$ cat config.mk
export PLATFORM = sky130hd
export DESIGN_NAME = pulse_meas_mc
export DESIGN_NICKNAME = d
export VERILOG_FILES = /design/src/rtl/pulse_meas_pkg.sv /design/src/rtl/pulse_meas_ch.sv /design/src/rtl/pulse_meas_mc.sv
export SDC_FILE = /design/constraint.sdc
export NUM_CORES = 1
export LEC_CHECK = 0
export BUFFER_PORTS_ARGS = -buffer_cell sky130_fd_sc_hd__buf_2
export CORE_ASPECT_RATIO = 1.75
export CORE_MARGIN = 2
export CORE_UTILIZATION = 55
export DETAILED_ROUTE_END_ITERATION = 7
export PLACE_DENSITY = 0.72
export SLEW_MARGIN = 30
export SYNTH_ARGS = -nofsm -noshare
export SYNTH_HDL_FRONTEND = slang
export SYNTH_SLANG_ARGS = --single-unit
export TNS_END_PERCENT = 1
$ cat constraint.sdc
create_clock -name clk -period 10.2 [get_ports clk]
set_input_delay 0.51 -clock clk [delete_from_list [all_inputs] [get_ports clk]]
set_output_delay 0.51 -clock clk [all_outputs]
set_load 0.005 [all_outputs]
$ cat src/rtl/pulse_meas_pkg.sv
// pulse_meas_pkg: shared types for the multi-channel pulse measurement block.
// Holds the measurement mode enum, the per-channel state enum and the mode decode helper.
package pulse_meas_pkg;

    typedef enum logic [1:0] {
        MODE_HIGH   = 2'b00,
        MODE_LOW    = 2'b01,
        MODE_PERIOD = 2'b10
    } mode_t;

    typedef enum logic [1:0] {
        ST_IDLE,
        ST_WAIT_START,
        ST_COUNT,
        ST_HOLD
    } ch_state_t;

    // Raw mode 11 has no meaning of its own and measures high width.
    function automatic mode_t decode_mode(input logic [1:0] m);
        return (m == 2'b01) ? MODE_LOW : (m == 2'b10) ? MODE_PERIOD : MODE_HIGH;
    endfunction

endpackage

$ cat src/rtl/pulse_meas_ch.sv
// pulse_meas_ch: one measurement channel (synchronizer, edge detect, FSM, saturating counter).
// Ports: clk, reset (async, active-high), enable (arm/abort), mode (raw 2-bit mode),
//        sig_in (async input), rel (result taken, leave HOLD), hold (result waiting),
//        busy (not IDLE), dur/ovf (captured result and saturation flag).
module pulse_meas_ch
    import pulse_meas_pkg::*;
#(
    parameter int CNT_W = 12
) (
    input  logic             clk,
    input  logic             reset,
    input  logic             enable,
    input  logic [1:0]       mode,
    input  logic             sig_in,
    input  logic             rel,
    output logic             hold,
    output logic             busy,
    output logic [CNT_W-1:0] dur,
    output logic             ovf
);

    logic s1, s2, s3, rise, fall;
    logic start_e, end_e;
    logic [CNT_W-1:0] cnt;
    logic cnt_ovf;
    mode_t md;
    ch_state_t state, state_nx;

    assign start_e = (md == MODE_LOW) ? fall : rise;
    assign end_e   = (md == MODE_HIGH) ? fall : rise;
    assign hold    = state == ST_HOLD;
    assign busy    = state != ST_IDLE;

    // End edge is tested before start edge in COUNT, so a shared period edge only ends.
    always_comb begin
        state_nx = state;
        case (state)
            ST_IDLE:       state_nx = enable ? ST_WAIT_START : ST_IDLE;
            ST_WAIT_START: state_nx = !enable ? ST_IDLE : start_e ? ST_COUNT : ST_WAIT_START;
            ST_COUNT:      state_nx = !enable ? ST_IDLE : end_e ? ST_HOLD : ST_COUNT;
            ST_HOLD:       state_nx = !rel ? ST_HOLD : enable ? ST_WAIT_START : ST_IDLE;
            default:       state_nx = ST_IDLE;
        endcase
    end

    always_ff @(posedge clk or posedge reset) begin
        if (reset) begin
            s1      <= 1'b0;
            s2      <= 1'b0;
            s3      <= 1'b0;
            rise    <= 1'b0;
            fall    <= 1'b0;
            state   <= ST_IDLE;
            md      <= MODE_HIGH;
            cnt     <= '0;
            cnt_ovf <= 1'b0;
            dur     <= '0;
            ovf     <= 1'b0;
        end else begin
            s1    <= sig_in;
            s2    <= s1;
            s3    <= s2;
            rise  <= s2 & ~s3;
            fall  <= ~s2 & s3;
            state <= state_nx;
            if (state == ST_IDLE && state_nx == ST_WAIT_START)
                md <= decode_mode(mode);
            if (state == ST_WAIT_START && state_nx == ST_COUNT) begin
                cnt     <= CNT_W'(1);
                cnt_ovf <= 1'b0;
            end else if (state == ST_COUNT && state_nx == ST_COUNT) begin
                if (&cnt)
                    cnt_ovf <= 1'b1;
                else
                    cnt <= cnt + 1'b1;
            end
            if (state == ST_COUNT && state_nx == ST_HOLD) begin
                dur <= cnt;
                ovf <= cnt_ovf;
            end
        end
    end

endmodule

$ cat src/rtl/pulse_meas_mc.sv
// pulse_meas_mc: N_CH-channel pulse width / period meter with a round-robin result port.
// Ports: clk, reset (async, active-high), enable (global arm), mode (00 high, 01 low, 10 period),
//        sig_in (one async bit per channel), res_valid/res_ready handshake with res_ch, res_dur,
//        res_ovf payload, busy (per-channel activity).
module pulse_meas_mc
    import pulse_meas_pkg::*;
#(
    parameter int N_CH  = 4,
    parameter int CNT_W = 12,
    localparam int CH_W = (N_CH > 1) ? $clog2(N_CH) : 1
) (
    input  logic             clk,
    input  logic             reset,
    input  logic             enable,
    input  logic [1:0]       mode,
    input  logic [N_CH-1:0]  sig_in,
    output logic             res_valid,
    input  logic             res_ready,
    output logic [CH_W-1:0]  res_ch,
    output logic [CNT_W-1:0] res_dur,
    output logic             res_ovf,
    output logic [N_CH-1:0]  busy
);

    logic [N_CH-1:0] hold, rel, pend, ovf;
    logic [CNT_W-1:0] dur [N_CH];
    logic [CH_W-1:0] ptr, gidx, idx;
    logic found;

    genvar i;
    generate
        for (i = 0; i < N_CH; i++) begin : g_ch
            assign rel[i]  = res_valid && res_ready && res_ch == CH_W'(i);
            // The channel being presented stays in HOLD until accepted; never grant it twice.
            assign pend[i] = hold[i] && !(res_valid && res_ch == CH_W'(i));
            pulse_meas_ch #(.CNT_W(CNT_W)) u_ch (
                .clk    (clk),
                .reset  (reset),
                .enable (enable),
                .mode   (mode),
                .sig_in (sig_in[i]),
                .rel    (rel[i]),
                .hold   (hold[i]),
                .busy   (busy[i]),
                .dur    (dur[i]),
                .ovf    (ovf[i])
            );
        end
    endgenerate

    // ptr holds the first index to consider, i.e. one past the last grant.
    always_comb begin
        found = 1'b0;
        gidx  = '0;
        idx   = '0;
        for (int k = 0; k < N_CH; k++) begin
            idx = CH_W'((int'(ptr) + k) % N_CH);
            if (!found && pend[idx]) begin
                found = 1'b1;
                gidx  = idx;
            end
        end
    end

    always_ff @(posedge clk or posedge reset) begin
        if (reset) begin
            res_valid <= 1'b0;
            res_ch    <= '0;
            res_dur   <= '0;
            res_ovf   <= 1'b0;
            ptr       <= '0;
        end else if (!res_valid || res_ready) begin
            res_valid <= found;
            if (found) begin
                res_ch  <= gidx;
                res_dur <= dur[gidx];
                res_ovf <= ovf[gidx];
                ptr     <= (gidx == CH_W'(N_CH - 1)) ? '0 : gidx + 1'b1;
            end
        end
    end

endmodule

# After elaboration in Yosys (flattened, before gate mapping)
# Index checks and enable logic that the tools add are counted.
[word_totals]
reg_bits = 158
output_inout_bits = 20
[op_classes]
addsub = 8
order_cmp = 6
eq_ne = 38
n_mux = 81
bitwise_logic = 17
reduce_logical = 75
[op_table]
columns = ["op", "count"]
rows = [
  ["2-to-1 mux 12 bit", 14],
  ["adder 12 x 1 -> 12 bit, second input constant", 4],
  ["AND reduction 12 bit", 4],
  ["2-to-1 mux 2 bit", 23],
  ["equality test 2 bit, second input constant", 20],
  ["2-to-1 mux 1 bit", 34],
  ["logical AND 1 bit", 32],
  ["one-hot mux 2 bit (4 select lines)", 4],
  ["equality test 2 x 1 -> 1 bit, second input constant", 14],
  ["binary-select mux 12 bit (select 2 bit)", 1],
  ["nonzero test 2 bit", 12],
  ["zero test 2 bit", 9],
  ["AND reduction 2 bit", 9],
  ["less-than comparator 2 x 3 -> 1 bit, second input constant", 5],
  ["binary-select mux 1 bit (select 2 bit)", 5],
  ["bitwise AND 1 bit", 8],
  ["zero test 1 bit", 8],
  ["inequality test 2 x 1 -> 1 bit, second input constant", 4],
  ["inverter 1 bit", 8],
  ["adder 2 x 1 -> 2 bit, second input constant", 2],
  ["adder 2 bit, second input constant", 2],
  [">= comparator 3 bit, second input constant", 1],
  ["inverter 2 -> 3 bit", 1],
  ["logical OR 1 bit", 1],
]

# Depth between registers and ports, before layout
[logic_depth]
depth_word = 20
ltp_mapped = 9
mapped_depth_nobuf = 7

# Hierarchy
# A second synthesis with hierarchy kept.
[hier_totals]
hier_cells = 737
area_unflattened_um2 = 7905.1
[modules_own_cells]
columns = ["mod", "n_inst", "cells_each", "area_per_inst_um2", "seq_area_each_um2"]
rows = [
  ["pulse_meas_ch", 4, 146, 1632.8, 875.8],
  ["pulse_meas_mc", 1, 153, 1373.8, 450.4],
]

# Worst setup path after synthesis
# No wires, ideal clock.
[synth_timing]
path_kind = "register -> register"
start = "register g_ch[3].u_ch.md[1]"
end = "register g_ch[3].u_ch.cnt[5]"
arrival_time_ps = 2227
path_slack_ps = 7895
path_stages_with_launch = 8
n_path_buf = 1
cell_sequence = "dfrtp_1 > nand2b_1 > mux2i_1 > o311a_1 > or4_4 > buf_6 > or4_1 > a21oi_1"
[synth_between]
elab_chain_cells = 9
word_cells_on_any_way = 16
[synth_rtl]
columns = ["item", "line_no", "source"]
rows = [
  ["start: declaration", "pulse_meas_ch.sv:26", "mode_t md;"],
  ["start signal: assignment", "pulse_meas_ch.sv:67", "md <= decode_mode(mode);"],
  ["equality test 2 x 1 -> 1 bit / zero test 2 bit (equally long branches)", "pulse_meas_ch.sv:29, pulse_meas_ch.sv:30", ""],
  ["2-to-1 mux 1 bit, on equally long branches", "pulse_meas_ch.sv:29, pulse_meas_ch.sv:30", ""],
  ["2-to-1 mux 2 bit / 2-to-1 mux 1 bit (equally long branches)", "pulse_meas_ch.sv:39, pulse_meas_ch.sv:40", ""],
  ["2-to-1 mux 2 bit, on equally long branches", "pulse_meas_ch.sv:39, pulse_meas_ch.sv:40", ""],
  ["one-hot mux 2 bit (4 select lines) (*)", "pulse_meas_ch.sv:37", "case (state)"],
  ["equality test 2 bit (*)", "pulse_meas_ch.sv:68, pulse_meas_ch.sv:71", ""],
  ["logical AND 1 bit, on equally long branches", "pulse_meas_ch.sv:68, pulse_meas_ch.sv:71", ""],
  ["inequality test 2 x 1 -> 1 bit (no line) / nonzero test 2 bit (equally long branches)", "--", ""],
  ["AND reduction 2 bit (no line)", "--", ""],
  ["end signal: assignment", "pulse_meas_ch.sv:75", "cnt <= cnt + 1'b1;"],
  ["end: declaration", "pulse_meas_ch.sv:24", "logic [CNT_W-1:0] cnt;"],
]
# Mark *: on every way between the ends. The rest lies on a longest branch, timed or not.
# A chain may end at the register's enable or synchronous reset.

# Worst setup path after layout
[layout_timing]
start = "register g_ch[3].u_ch.state[0]"
end = "register res_dur[8]"
[layout_between]
elab_chain_cells = 18
word_cells_on_any_way = 29
[layout_rtl]
columns = ["item", "line_no", "source"]
rows = [
  ["start: declaration", "pulse_meas_ch.sv:27", "ch_state_t state, state_nx;"],
  ["start signal: assignment", "pulse_meas_ch.sv:65", "state <= state_nx;"],
  ["equality test 2 bit (*)", "pulse_meas_ch.sv:31", "assign hold = state == ST_HOLD;"],
  ["logical AND 1 bit (*)", "pulse_meas_mc.sv:35", "assign pend[i] = hold[i] && !(res_valid && res_ch == CH_W'(i));"],
  ["binary-select mux 1 bit (select 2 bit)", "pulse_meas_mc.sv:58", "if (!found && pend[idx]) begin"],
  ["2-to-1 mux 1 bit (not written as such)", "pulse_meas_mc.sv:58", ""],
  ["2-to-1 mux 1 bit", "pulse_meas_mc.sv:58", ""],
  ["zero test 1 bit", "pulse_meas_mc.sv:58", ""],
  ["logical AND 1 bit", "pulse_meas_mc.sv:58", ""],
  ["2-to-1 mux 1 bit", "pulse_meas_mc.sv:58", ""],
  ["zero test 1 bit", "pulse_meas_mc.sv:58", ""],
  ["logical AND 1 bit", "pulse_meas_mc.sv:58", ""],
  ["2-to-1 mux 1 bit", "pulse_meas_mc.sv:58", ""],
  ["zero test 1 bit", "pulse_meas_mc.sv:58", ""],
  ["logical AND 1 bit", "pulse_meas_mc.sv:58", ""],
  ["2-to-1 mux 2 bit", "pulse_meas_mc.sv:58", ""],
  ["inverter 2 -> 3 bit (not written as such)", "pulse_meas_mc.sv:76", "res_dur <= dur[gidx];"],
  ["binary-select mux 12 bit (select 2 bit)", "pulse_meas_mc.sv:76", ""],
  ["2-to-1 mux 12 bit (not written as such) (2 in series)", "pulse_meas_mc.sv:76", ""],
  ["end signal: assignment", "pulse_meas_mc.sv:76", ""],
  ["end: declaration", "pulse_meas_mc.sv:20", "output logic [CNT_W-1:0] res_dur,"],
]
# Mark *: on every way between the ends. The rest lies on a longest branch, timed or not. The select of a mux whose other input is x is not followed.

==> out/results.tsv <==
metric	value	unit
reg2reg_depth	6	
worst_pin_slew	852	ps
pwr-share-seq	42.6	%
synth-seq-area-share	53.5	%
path_depth	6	
insertion_delay	430	ps
grt-ovfl-total	0	
place_congestion	0.889	
status	completed	
n_fill_cell	1078	
ys_seq_elements	158	
antenna_found_initial	0	
ios	30	
synth_cell_type_count	58	
multiInputGateArea	0.00328	sq mm
irDropWorstVdd	0.000130	V
switchingPower	722	uW
ant_nets	0	
regArea	0.00395	sq mm
grt_usage	24.4	%
start_util	55.8	%
syn_inst	673	
yosysMostFrequentCell	dfrtp_1	
rsz0062_at_grt	no	
rows	56	
p_comb_share	27.3	%
viasPerCell	5.96	
skew	9.11	ps
whs	187	ps
setup_violations	0	
avgSynthCellArea	11.0	sq um
syn_to_final_growth	12.3	%
intPower	1.32	mW
r2r-end	res_dur[8]$_DFFE_PP0P_	
async_flop_share	100	%
crit_slowest_cell	a311oi_1	
cts.clk_slew.worst_paths	60	ps
cts_made_buffers	17	
cts_resized	0	
cts_setup_buffers	0	
critical_path_arrival	3370	ps
synth_common_cells	158 x dfrtp_1, 60 x mux2_2, 57 x nand2_1, 52 x nor2_1, 33 x mux2i_1	
yosysWarnings	0	
synth_nets	687	
start_kind	register	
yosys.area.top_type	dfrtp_1	
critPathMaxStageDelay	640	ps
wl	16700	um
yosys_most_used_dff	dfrtp_1	
cap_violations	0	
clockBufferDepth	2	
first_pass_iters	4	
hold_class	input port to register	
drive_gt1_share	20.4	%
wl_per_cell	18.8	um
dieArea	0.0144	sq mm
leakage	3.90	nW
crit_fanout	21	
place.port_buffers	29	
cp_top_family	simple AND/OR/NAND/NOR gates	
worstSetupEndpoint	res_dur[8]$_DFFE_PP0P_	
r2r_start	g_ch[3].u_ch.state[0]$_DFF_PP0_	
worstSetupEndpointType	register	
synth_area	0.00740	sq mm
grt_max_degree	92	
synth_top_area_share	53.5	%
worstPathCellList	inv_1 -> a311oi_1 -> nor4_1 -> nand2b_1 -> nand2b_1 -> o221ai_1	
grt_first_pass_wirelength	27400	um
power_density	246	mW/mm^2
maxSlewViolCount	0	
cp_num_buf_inv	1	
cts_tree	done	
synth_edf_count	0	
crit_top_cell	nand2b_1	
num_vias	5268	
h-tree-depth	4	
detailed_place_hpwl	11900	um
drt_iter0_markers	212	
p_clk_share	30.1	%
fin_crit_sh	29.9	%
root_buffer	clkbuf_16	
grt_pass1_vias	5491	
netlist_top_cells_area	dfrtp_1 53%, mux2_2 9.1%, mux2i_1 4.5%	
slew_headroom	43.2	%
fmax	328	MHz
power	2.04	mW
finalHoldViolCount	0	
critPathKind	register to register	
core_region_area	0.0132	sq mm
switching_share	35.4	%
die_w	91.7	um
holdBufCountCts	0	
nets	711	
cts_sinks	158	
drc_errors	0	
diodes	0	
period_needed	3050	ps
crit_required	10530	ps
r2r_slack	7150	ps
die_h	157	um
tns	0	ps
crit_start	g_ch[3].u_ch.state[0]$_DFF_PP0_	
-- layout by cell type, fill, tap and decap left out, types with 8 or more instances in the layout --
| cell type | n |
|---|---|
| a21oi_1 | 23 |
| buf_2 | 29 |
| clkbuf_16 | 17 |
| dfrtp_1 | 158 |
| inv_1 | 14 |
| mux2_2 | 60 |
| mux2i_1 | 33 |
| nand2_1 | 57 |
| nand2b_1 | 12 |
| nand3_1 | 20 |
| nand4_1 | 12 |
| nor2_1 | 52 |
| nor2b_1 | 15 |
| nor3_1 | 8 |
| nor4_1 | 9 |
| o21ai_0 | 28 |
| o221ai_1 | 13 |
| or4_1 | 8 |
| xnor2_1 | 12 |
| xor2_1 | 17 |
-- layout make-up --
| class | count | share of cell area [%] |
|---|---|---|
| Sequential cell | 158 | 47.6 |
| Multi-Input combinational cell | 468 | 39.5 |
| Clock buffer | 18 | 5.29 |
| Timing Repair Buffer | 36 | 2.62 |
| Tap cell | 174 | 2.62 |
| Clock inverter | 14 | 1.58 |
| Inverter | 16 | 0.783 |
-- worst register-to-register path, cell delays in order (launching register included) --
cell and delay (ps):
dfrtp_1 510, inv_1 140, a311oi_1 640, nor4_1 170, nand2b_1 570, nand2b_1 590, o221ai_1 330
-- state kept, by name (all words and copies together), names as in the netlist --
register           count
g_ch.u_ch.md           8
res_ovf                1
g_ch.u_ch.s2           4
res_dur               12
g_ch.u_ch.rise         4
g_ch.u_ch.s1           4
ptr                    2
res_valid              1
g_ch.u_ch.ovf          4
g_ch.u_ch.cnt_ovf      4
g_ch.u_ch.state        8
res_ch                 2
g_ch.u_ch.fall         4
g_ch.u_ch.dur         48
g_ch.u_ch.s3           4
g_ch.u_ch.cnt         48
-- worst min-delay path by stage --
stage	startpoint	to	slack, ps	cells after the start
5_1_grt	sig_in[3]	g_ch[3].u_ch.s1$_DFF_PP0_	170	1
4_1_cts	sig_in[3]	g_ch[3].u_ch.s1$_DFF_PP0_	180	1
3_5_place_dp	g_ch[1].u_ch.s1$_DFF_PP0_	g_ch[1].u_ch.s2$_DFF_PP0_	340	0
2_1_floorplan	g_ch[0].u_ch.s1$_DFF_PP0_	g_ch[0].u_ch.s2$_DFF_PP0_	330	0
6_report	sig_in[3]	g_ch[3].u_ch.s1$_DFF_PP0_	190	1
3_3_place_gp	g_ch[1].u_ch.s1$_DFF_PP0_	g_ch[1].u_ch.s2$_DFF_PP0_	330	0
-- stage by stage --
step	util (%)	cell area, sq um	setup slack, ps	std cells
4_1_cts	62.7	8300	7180	884
6_report	62.7	8310	7150	884
3_3_place_gp	58.1	7700	7280	851
5_1_grt	62.7	8310	6910	884
3_5_place_dp	58.4	7730	7190	852
2_1_floorplan	-	7400	5430	673
-- routing by layer --
layer	part of all wire, %	global-route usage, %	up-vias
met5	0	0	-
met3	2.6	4.07	44
met2	56	44.6	108
li1	-	-	2459
met4	3.7	11.8	0
met1	38	27.1	2657
-- cell families (layout without fill, tap and decap cells) --
kind of cell	Yosys count	in the layout	share of synthesized area [%]
multiplexers	93	93	13.6
AND/OR/NAND/NOR	247	247	17.7
XOR/XNOR	29	29	3.43
adder cells (fa/ha/maj)	4	4	0.677
flip-flops	158	158	53.5
AO/OA/AOI/OAI	95	95	8.32
buffers and inverters	47	84	2.79
-- power by group through the flow --
| stage | logic (mW) | registers [mW] | clock network (mW) |
|---|---|---|---|
| finish | 0.557 | 0.870 | 0.613 |
| CTS | 0.557 | 0.867 | 0.619 |
| floorplan | 0.444 | 0.820 | 0 |
| detailed placement | 0.551 | 0.878 | 0 |
| global placement | 0.515 | 0.868 | 0 |
| global route | 0.610 | 0.887 | 0.646 |
No activity file was read; power rests on OpenSTA's default activity.
